**src/rtl/seg7_scan_driver.sv**
```systemverilog
// Four-digit common-anode seven-segment scan driver with frame-boundary double buffering.
// Optional leading-zero blanking is enabled by defining SEG7_LZ_BLANK_EN.
module seg7_scan_driver #(
  parameter int unsigned REFRESH_DIV = 100000
) (
  input  logic        clk_i,
  input  logic        rst_i,
  input  logic        load_i,
  input  logic [15:0] value_i,
  input  logic [3:0]  digit_en_i,
  input  logic [3:0]  dp_mask_i,
  output logic [3:0]  an_o,
  output logic [6:0]  seg_o,
  output logic        dp_o,
  output logic        pending_o,
  output logic        frame_done_o
);

  localparam int unsigned CntW = $clog2(REFRESH_DIV);

  logic [CntW-1:0] cnt_q, cnt_d;
  logic [1:0]      idx_q, idx_d;
  logic [15:0]     shadow_q, shadow_d;
  logic [15:0]     display_q, display_d;
  logic            pending_q, pending_d;
  logic            frame_done_q, frame_done_d;
  logic [3:0]      an_q, an_d;
  logic [6:0]      seg_q, seg_d;
  logic            dp_q, dp_d;

  logic        tick;
  logic        commit;
  logic [3:0]  nibble;
  logic [3:0]  lz_blank;

  function automatic logic [6:0] hex_glyph(input logic [3:0] n);
    case (n)
      4'h0:    hex_glyph = 7'b1000000;
      4'h1:    hex_glyph = 7'b1111001;
      4'h2:    hex_glyph = 7'b0100100;
      4'h3:    hex_glyph = 7'b0110000;
      4'h4:    hex_glyph = 7'b0011001;
      4'h5:    hex_glyph = 7'b0010010;
      4'h6:    hex_glyph = 7'b0000010;
      4'h7:    hex_glyph = 7'b1111000;
      4'h8:    hex_glyph = 7'b0000000;
      4'h9:    hex_glyph = 7'b0010000;
      4'hA:    hex_glyph = 7'b0001000;
      4'hB:    hex_glyph = 7'b0000011;
      4'hC:    hex_glyph = 7'b1000110;
      4'hD:    hex_glyph = 7'b0100001;
      4'hE:    hex_glyph = 7'b0000110;
      default: hex_glyph = 7'b0001110;
    endcase
  endfunction

  assign tick   = (cnt_q == CntW'(REFRESH_DIV - 1));
  // Commit uses the pre-load shadow; a same-cycle load stays pending for the next frame.
  assign commit = tick && (idx_q == 2'd3) && pending_q;
  assign nibble = display_q[{idx_q, 2'b00} +: 4];

`ifdef SEG7_LZ_BLANK_EN
  always_comb begin
    lz_blank    = 4'b0000;
    lz_blank[3] = (display_q[15:12] == 4'h0);
    lz_blank[2] = lz_blank[3] && (display_q[11:8] == 4'h0);
    lz_blank[1] = lz_blank[2] && (display_q[7:4] == 4'h0);
  end
`else
  assign lz_blank = 4'b0000;
`endif

  always_comb begin
    cnt_d        = tick ? '0 : cnt_q + 1'b1;
    idx_d        = tick ? idx_q + 2'd1 : idx_q;
    shadow_d     = load_i ? value_i : shadow_q;
    display_d    = commit ? shadow_q : display_q;
    frame_done_d = commit;
    pending_d    = pending_q;
    if (commit) begin
      pending_d = load_i;
    end else if (load_i) begin
      pending_d = 1'b1;
    end

    an_d  = 4'b1111;
    seg_d = 7'b1111111;
    dp_d  = 1'b1;
    if (digit_en_i[idx_q] && !lz_blank[idx_q]) begin
      an_d  = ~(4'b0001 << idx_q);
      seg_d = hex_glyph(nibble);
      dp_d  = ~dp_mask_i[idx_q];
    end
  end

  always_ff @(posedge clk_i or posedge rst_i) begin
    if (rst_i) begin
      cnt_q        <= '0;
      idx_q        <= 2'd0;
      shadow_q     <= 16'h0000;
      display_q    <= 16'h0000;
      pending_q    <= 1'b0;
      frame_done_q <= 1'b0;
      an_q         <= 4'b1111;
      seg_q        <= 7'b1111111;
      dp_q         <= 1'b1;
    end else begin
      cnt_q        <= cnt_d;
      idx_q        <= idx_d;
      shadow_q     <= shadow_d;
      display_q    <= display_d;
      pending_q    <= pending_d;
      frame_done_q <= frame_done_d;
      an_q         <= an_d;
      seg_q        <= seg_d;
      dp_q         <= dp_d;
    end
  end

  assign an_o         = an_q;
  assign seg_o        = seg_q;
  assign dp_o         = dp_q;
  assign pending_o    = pending_q;
  assign frame_done_o = frame_done_q;

endmodule

```
**config.mk**
```make
export PLATFORM = sky130hd
export DESIGN_NAME = seg7_scan_driver
export DESIGN_NICKNAME = d
export VERILOG_FILES = /design/src/rtl/seg7_scan_driver.sv
export SDC_FILE = /design/constraint.sdc
export NUM_CORES = 1
export LEC_CHECK = 0
export ABC_AREA = 1
export BUFFER_PORTS_ARGS = -buffer_cell sky130_fd_sc_hd__buf_2
export CAP_MARGIN = 15
export CORE_MARGIN = 2
export CORE_UTILIZATION = 58
export DETAILED_ROUTE_END_ITERATION = 16
export PLACE_DENSITY = 0.83
export RECOVER_POWER = 100
export SLEW_MARGIN = 20
export SYNTH_ARGS = -nofsm -noshare
export SYNTH_HDL_FRONTEND = slang
export SYNTH_SLANG_ARGS = --single-unit
```
**constraint.sdc**
```tcl
create_clock -name clk_i -period 2.6 [get_ports clk_i]
set_input_delay 0.65 -clock clk_i [delete_from_list [all_inputs] [get_ports clk_i]]
set_output_delay 0.65 -clock clk_i [all_outputs]
set_load 0.005 [all_outputs]
```
Yosys cells after proc, flatten, opt, wreduce, memory -nomap -nowiden
Memory sizes are Yosys's and may differ from the RTL's.
Cells that the tools add are included.
Widths: inputs -> output; s select.

cells by class
  add/sub/neg operators = 2
  order comparisons = 1
  eq/ne operators = 2
  shift operators = 2
  multiplexer cells = 12
  bitwise logic cells = 2
  reduce and logical (&&, ||, !) cells = 5

operators by type and width
  cell                   count
  $add 17x1->17 const B  1
  $eq 17x17->1 const B   1
  $mux 17                1
  $shiftx 16x5->4        1
  $mux 7                 1
  $bmux 1 s2             3
  $mux 1                 6
  $mux 4                 1
  $not 4->4              1
  $shl 1x2->4 const A    1
  $logic_and 1x1->1      3
  $lt 2x3->1 const B     1
  $add 2x1->2 const B    1
  $eq 2x2->1 const B     1
  $reduce_bool 2->1      1
  $logic_not 1->1        1
  $not 1->1              1

storage, ports and cells
  flip-flop bits (word level) = 65
  ROM bits = 112
  input bits = 27
  output and inout bits = 14
  word-level logic and storage cells = 36
  memories = 1

memories
  name              depth  width  rd ports  clocked after Yosys merged registers in  write ports  line  text
  (name not given)  16     7      1         0                                        0            37    case (n)

Logic depth before layout (Yosys ltp)
  word-level depth = 5
  mapped depth = 11
  mapped depth without buffers = 10

Worst setup path after synthesis
OpenSTA, ideal clock, no wires.

  path type = reg2reg
  start = reg idx_q[0]
  end = reg seg_q[3], in the netlist seg_o[3]
  arrival = 1463 ps
  data required time = 2516 ps
  setup slack = 1054 ps
  stages on the path, launching flop included = 10
  period minus slack after synthesis = 1546 ps
  cell sequence = dfrtp_1 -> inv_2 -> buf_2 -> nand2_1 -> nand3_1 -> nand2_1 -> ha_1 -> nand3_1 -> nand3_1 -> nand3_1

on the way
  longest elaborated chain between the ends = 5

RTL lines
  element                                               line  text
  from (decl)                                           22    logic [1:0] idx_q, idx_d;
  from (signal assigned)                                109   idx_q <= idx_d;
  branches (longest 4 deep; another with $mem_v2 16x7)  n/a
  $mux 7 (*)                                            89    if (digit_en_i[idx_q] && !lz_blank[idx_q]) begin
  named net seg_d[3]                                    28    logic [6:0] seg_q, seg_d;
  to (signal assigned)                                  115   seg_q <= seg_d;
  to (decl)                                             28

Mark *: on every way through the listed nets, which the timed path passes. The select of a mux whose other input is x is not followed.
A chain may end at the register's enable or synchronous reset.

Worst setup path after layout
  start = reg idx_q[0]
  end = reg seg_q[5], in the netlist seg_o[5]

The elaborated chain is that of the path after synthesis.

==> PnR_summary.wiki <==
{| class="wikitable"
! Metric !! Value
|-
| Critical path launch point type || register
|-
| Leakage power of the design || just under 2 nW
|-
| Register clock-pin slew on the reported worst setup and hold paths || 0.07 ns
|-
| Final routed wirelength across all metal layers || 6.48 mm
|-
| Die Height || 79.9 um
|-
| Cell accounting for the most synthesized area || dfrtp_1
|-
| Non-Filler Cell Area, Final || approximately 0.0037 mm2
|-
| Share of post-route cells with drive strength above 1 || 21.0%
|-
| Worst reg2reg path startpoint || idx_q[0]
|-
| Final clock skew || 0.0109 ns
|-
| Overflow left after global routing || 0
|-
| Count of endpoints failing hold in the final timing report || 0
|-
| Fmax achieved || approximately 0.48 GHz
|-
| GRT Max-Usage Layer || met2
|-
| Largest net degree at the start of global routing || 66
|-
| Mapped Nets || approximately 440
|-
| Setup total negative slack || 0 ns
|-
| Post-synth EDFFs || 0
|-
| Source-to-sink clock delay at the later pin of the worst-skew pair || 0.35 ns
|-
| Worst min-delay path class || reg2reg
|-
| Input/output buffers || 40
|-
| Final worst hold slack || roughly 0.47 ns
|-
| Number of DRC violations after detailed routing || 0
|-
| NumNets Final || between 400 and 500
|-
| Vias in the first global route || roughly 2.6k
|-
| Seq/Total Area, Yosys || between 40% and 50%
|-
| Area overhead of the layout relative to synthesis || 12.0%
|-
| Final RePlAce weighted congestion || ~0.9
|-
| Post-synth design cell area || between 0.003 and 0.004 mm2
|-
| Count of clock tree sinks || 65
|-
| First-iteration detailed-routing DRC count || between 200 and 250
|-
| Normalized max-slew margin || -0.246%
|-
| Met2 demand-to-capacity share in global routing || between 30% and 40%
|-
| YS warnings || 0
|-
| Non-filler instance count after layout || slightly above 500
|-
| Launching instance or port of the critical path || idx_q[0]
|-
| Clock tree from TritonCTS || done
|-
| Cells after synthesis || approximately 400
|-
| Number of clock buffers inserted by TritonCTS || 9
|-
| Number of top-level pins || approximately 40
|-
| Synth top area cells || dfrtp_1 40%, nand2_1 18%, dfstp_2 9.4%, nand4_1 4.3%, ha_1 4.1%
|-
| Final setup viols || 0
|-
| Critical path start-end classification || reg2reg
|-
| Count of pins over their slew limit || 65
|-
| Peak fanout along the critical path || 16
|-
| Dpl cell area || 0.00357 mm2
|-
| Clock root cell || clkbuf_8
|-
| Top cell types by occurrence after synthesis || 158 x nand2_1, 53 x dfrtp_1, 25 x nand3_1, 25 x nor2_1, 23 x nand4_1
|-
| Avg WL per Cell || approximately 12 um
|-
| Htree depth || 3
|-
| Vias per cell || around 5.3
|-
| Worst Tran Pin Value || 1.50 ns
|-
| Post-cts hold buffer count || 0
|-
| Deepest clock path buffer count || 2
|-
| Power density over the cells || ~550 mW/mm2
|-
| Yosys top cell area share || about 40%
|-
| Total iterations of the first detailed-routing run || 6
|-
| First-pass GRT wire length || approximately 11 mm
|-
| Run status || finished with violations
|-
| Failing checks || max-capacitance violations, max-slew violations
|-
| Overall die area || ~0.0064 mm2
|-
| Post-placement cell count || 503
|-
| Hold Startpoint || cnt_q[0]
|-
| Crit path capture type || register
|-
| Ys async rst share || 100%
|-
| Post-cts resize count || 0
|-
| Worst supply voltage drop on vdd || 377 uV
|-
| Initial antenna violation count || 0
|-
| Max cap viols || 1
|-
| Via count || roughly 2.7k
|-
| Die boundary width || 79.9 um
|-
| Minimum period implied by the final worst setup slack || around 2.1 ns
|-
| Unrepaired setup endpoints after global routing || false
|-
| Flip-flop and latch count after synthesis || 65
|-
| Number of standard-cell rows in the floorplan || 27
|-
| Min-Delay Path Depth || 1
|-
| Routed Antenna Nets || 0
|-
| Met3 Use GR || approximately 5.1%
|-
| Initial cell density of the core || 60.3%
|-
| Number of unique standard cell types used by synthesis || 32
|-
| Ys flop type || dfrtp_1
|-
| Most common cell in the netlist || nand2_1
|-
| Fraction of the cycle the final worst path needs || about 80%
|-
| Area of the core || roughly 0.0055 mm2
|-
| Filler cell count in the final layout || 474
|-
| Global routing usage on met1 || 31.4%
|-
| GRT Total Usage || around 23%
|-
| Worst Reg-to-Reg Cells || 10
|-
| Antenna cells || 0
|-
| WP data arrival || between 2 and 2.5 ns
|-
| Number of setup buffers added after CTS || 0
|-
| Total half-perimeter wirelength after legalization and detailed placement || between 4 and 5 mm
|-
| Average cell area after synthesis || 8.33 um2
|-
| Critical path required time || ~2.9 ns
|}
-- layout make-up --
cell class	instances	area, um2	area share (%)
Sequential cell	65	1640	43.9
Multi-Input combinational cell	285	1440	38.5
Timing Repair Buffer	43	211	5.65
Clock buffer	11	151	4.04
Inverter	38	143	3.81
Tap cell	72	90.1	2.41
Clock inverter	5	63.8	1.70
-- sequential cells by signal, indices dropped and copies added (netlist names) --
name / flops
seg_o: 7
display_q: 16
an_o: 4
frame_done_o: 1
cnt_q: 17
dp_o: 1
shadow_q: 16
idx_q: 2
pending_o: 1
-- where the power goes --
group          internal, mW  switching [mW]  leakage, nW
sequential             1.04          0.0155        0.819
combinational        0.0311          0.0506         1.02
clock                 0.500           0.407        0.106
total                  1.57           0.474         1.95
-- per-layer routing --
metal  vias up  wire length [um]
li1       1360                 -
met1      1262              3090
met2        89              2870
met3        15               362
met4         0               154
met5         -                 0
-- per-stage QoR --
step | power [mW] | util, % | worst slack, ns
2_1_floorplan | 1.12 | - | 0.343
3_3_place_gp | 1.16 | 64.4 | 0.790
3_5_place_dp | 1.17 | 64.4 | 0.666
4_1_cts | 2.07 | 68.3 | 0.644
5_1_grt | 2.13 | 67.6 | 0.282
6_report | 2.05 | 67.6 | 0.525
-- final timing paths --
path	slack, ns	endpoint
worst max-delay path	0.52	seg_o[5]
worst min-delay path	0.47	cnt_q[0]
worst max register to register	0.52	seg_o[5]
worst min register to register	0.47	cnt_q[0]
max in group asynchronous	0.89	display_q[0]
min in group asynchronous	0.82	cnt_q[16]
-- worst max-delay path: stages (launching register included) --
cell     delay (ns)
dfrtp_1        0.63
inv_1          0.32
nand2_1        0.14
nand3_1        0.07
nand2_1        0.20
inv_1          0.12
ha_1           0.23
nand2_1        0.11
o21ai_0        0.09
nand2_1        0.06
nand2_1        0.05
-- cell usage in the layout (no fill, tap or decap), types with 2 or more instances in the layout --
cell,instances
o21ai_1,2
nand2_2,3
nand4_1,23
nand2_1,158
nor2_4,5
nor2_2,2
o21ai_0,4
clkbuf_8,11
dfrtp_1,53
nand3_1,26
clkinv_4,3
nand3_2,2
xor2_1,5
ha_1,11
nor2_1,27
dfstp_2,12
buf_4,2
a21oi_1,2
clkbuf_1,7
nand2_4,2
buf_2,33
inv_1,24
nor3_1,5
inv_2,13
-- logic make-up (layout without fill, tap and decap cells) --
logic type      after synthesis  count (layout)  share of synthesized area [%]
fa+ha+maj                    11              11                           4.12
flops                        65              65                           49.1
compound gates               11              11                           1.83
buf+inv                      51              97                           7.26
simple gates                258             258                           36.4
xor+xnor                      5               5                           1.31
(Power assumes the default switching activity.)
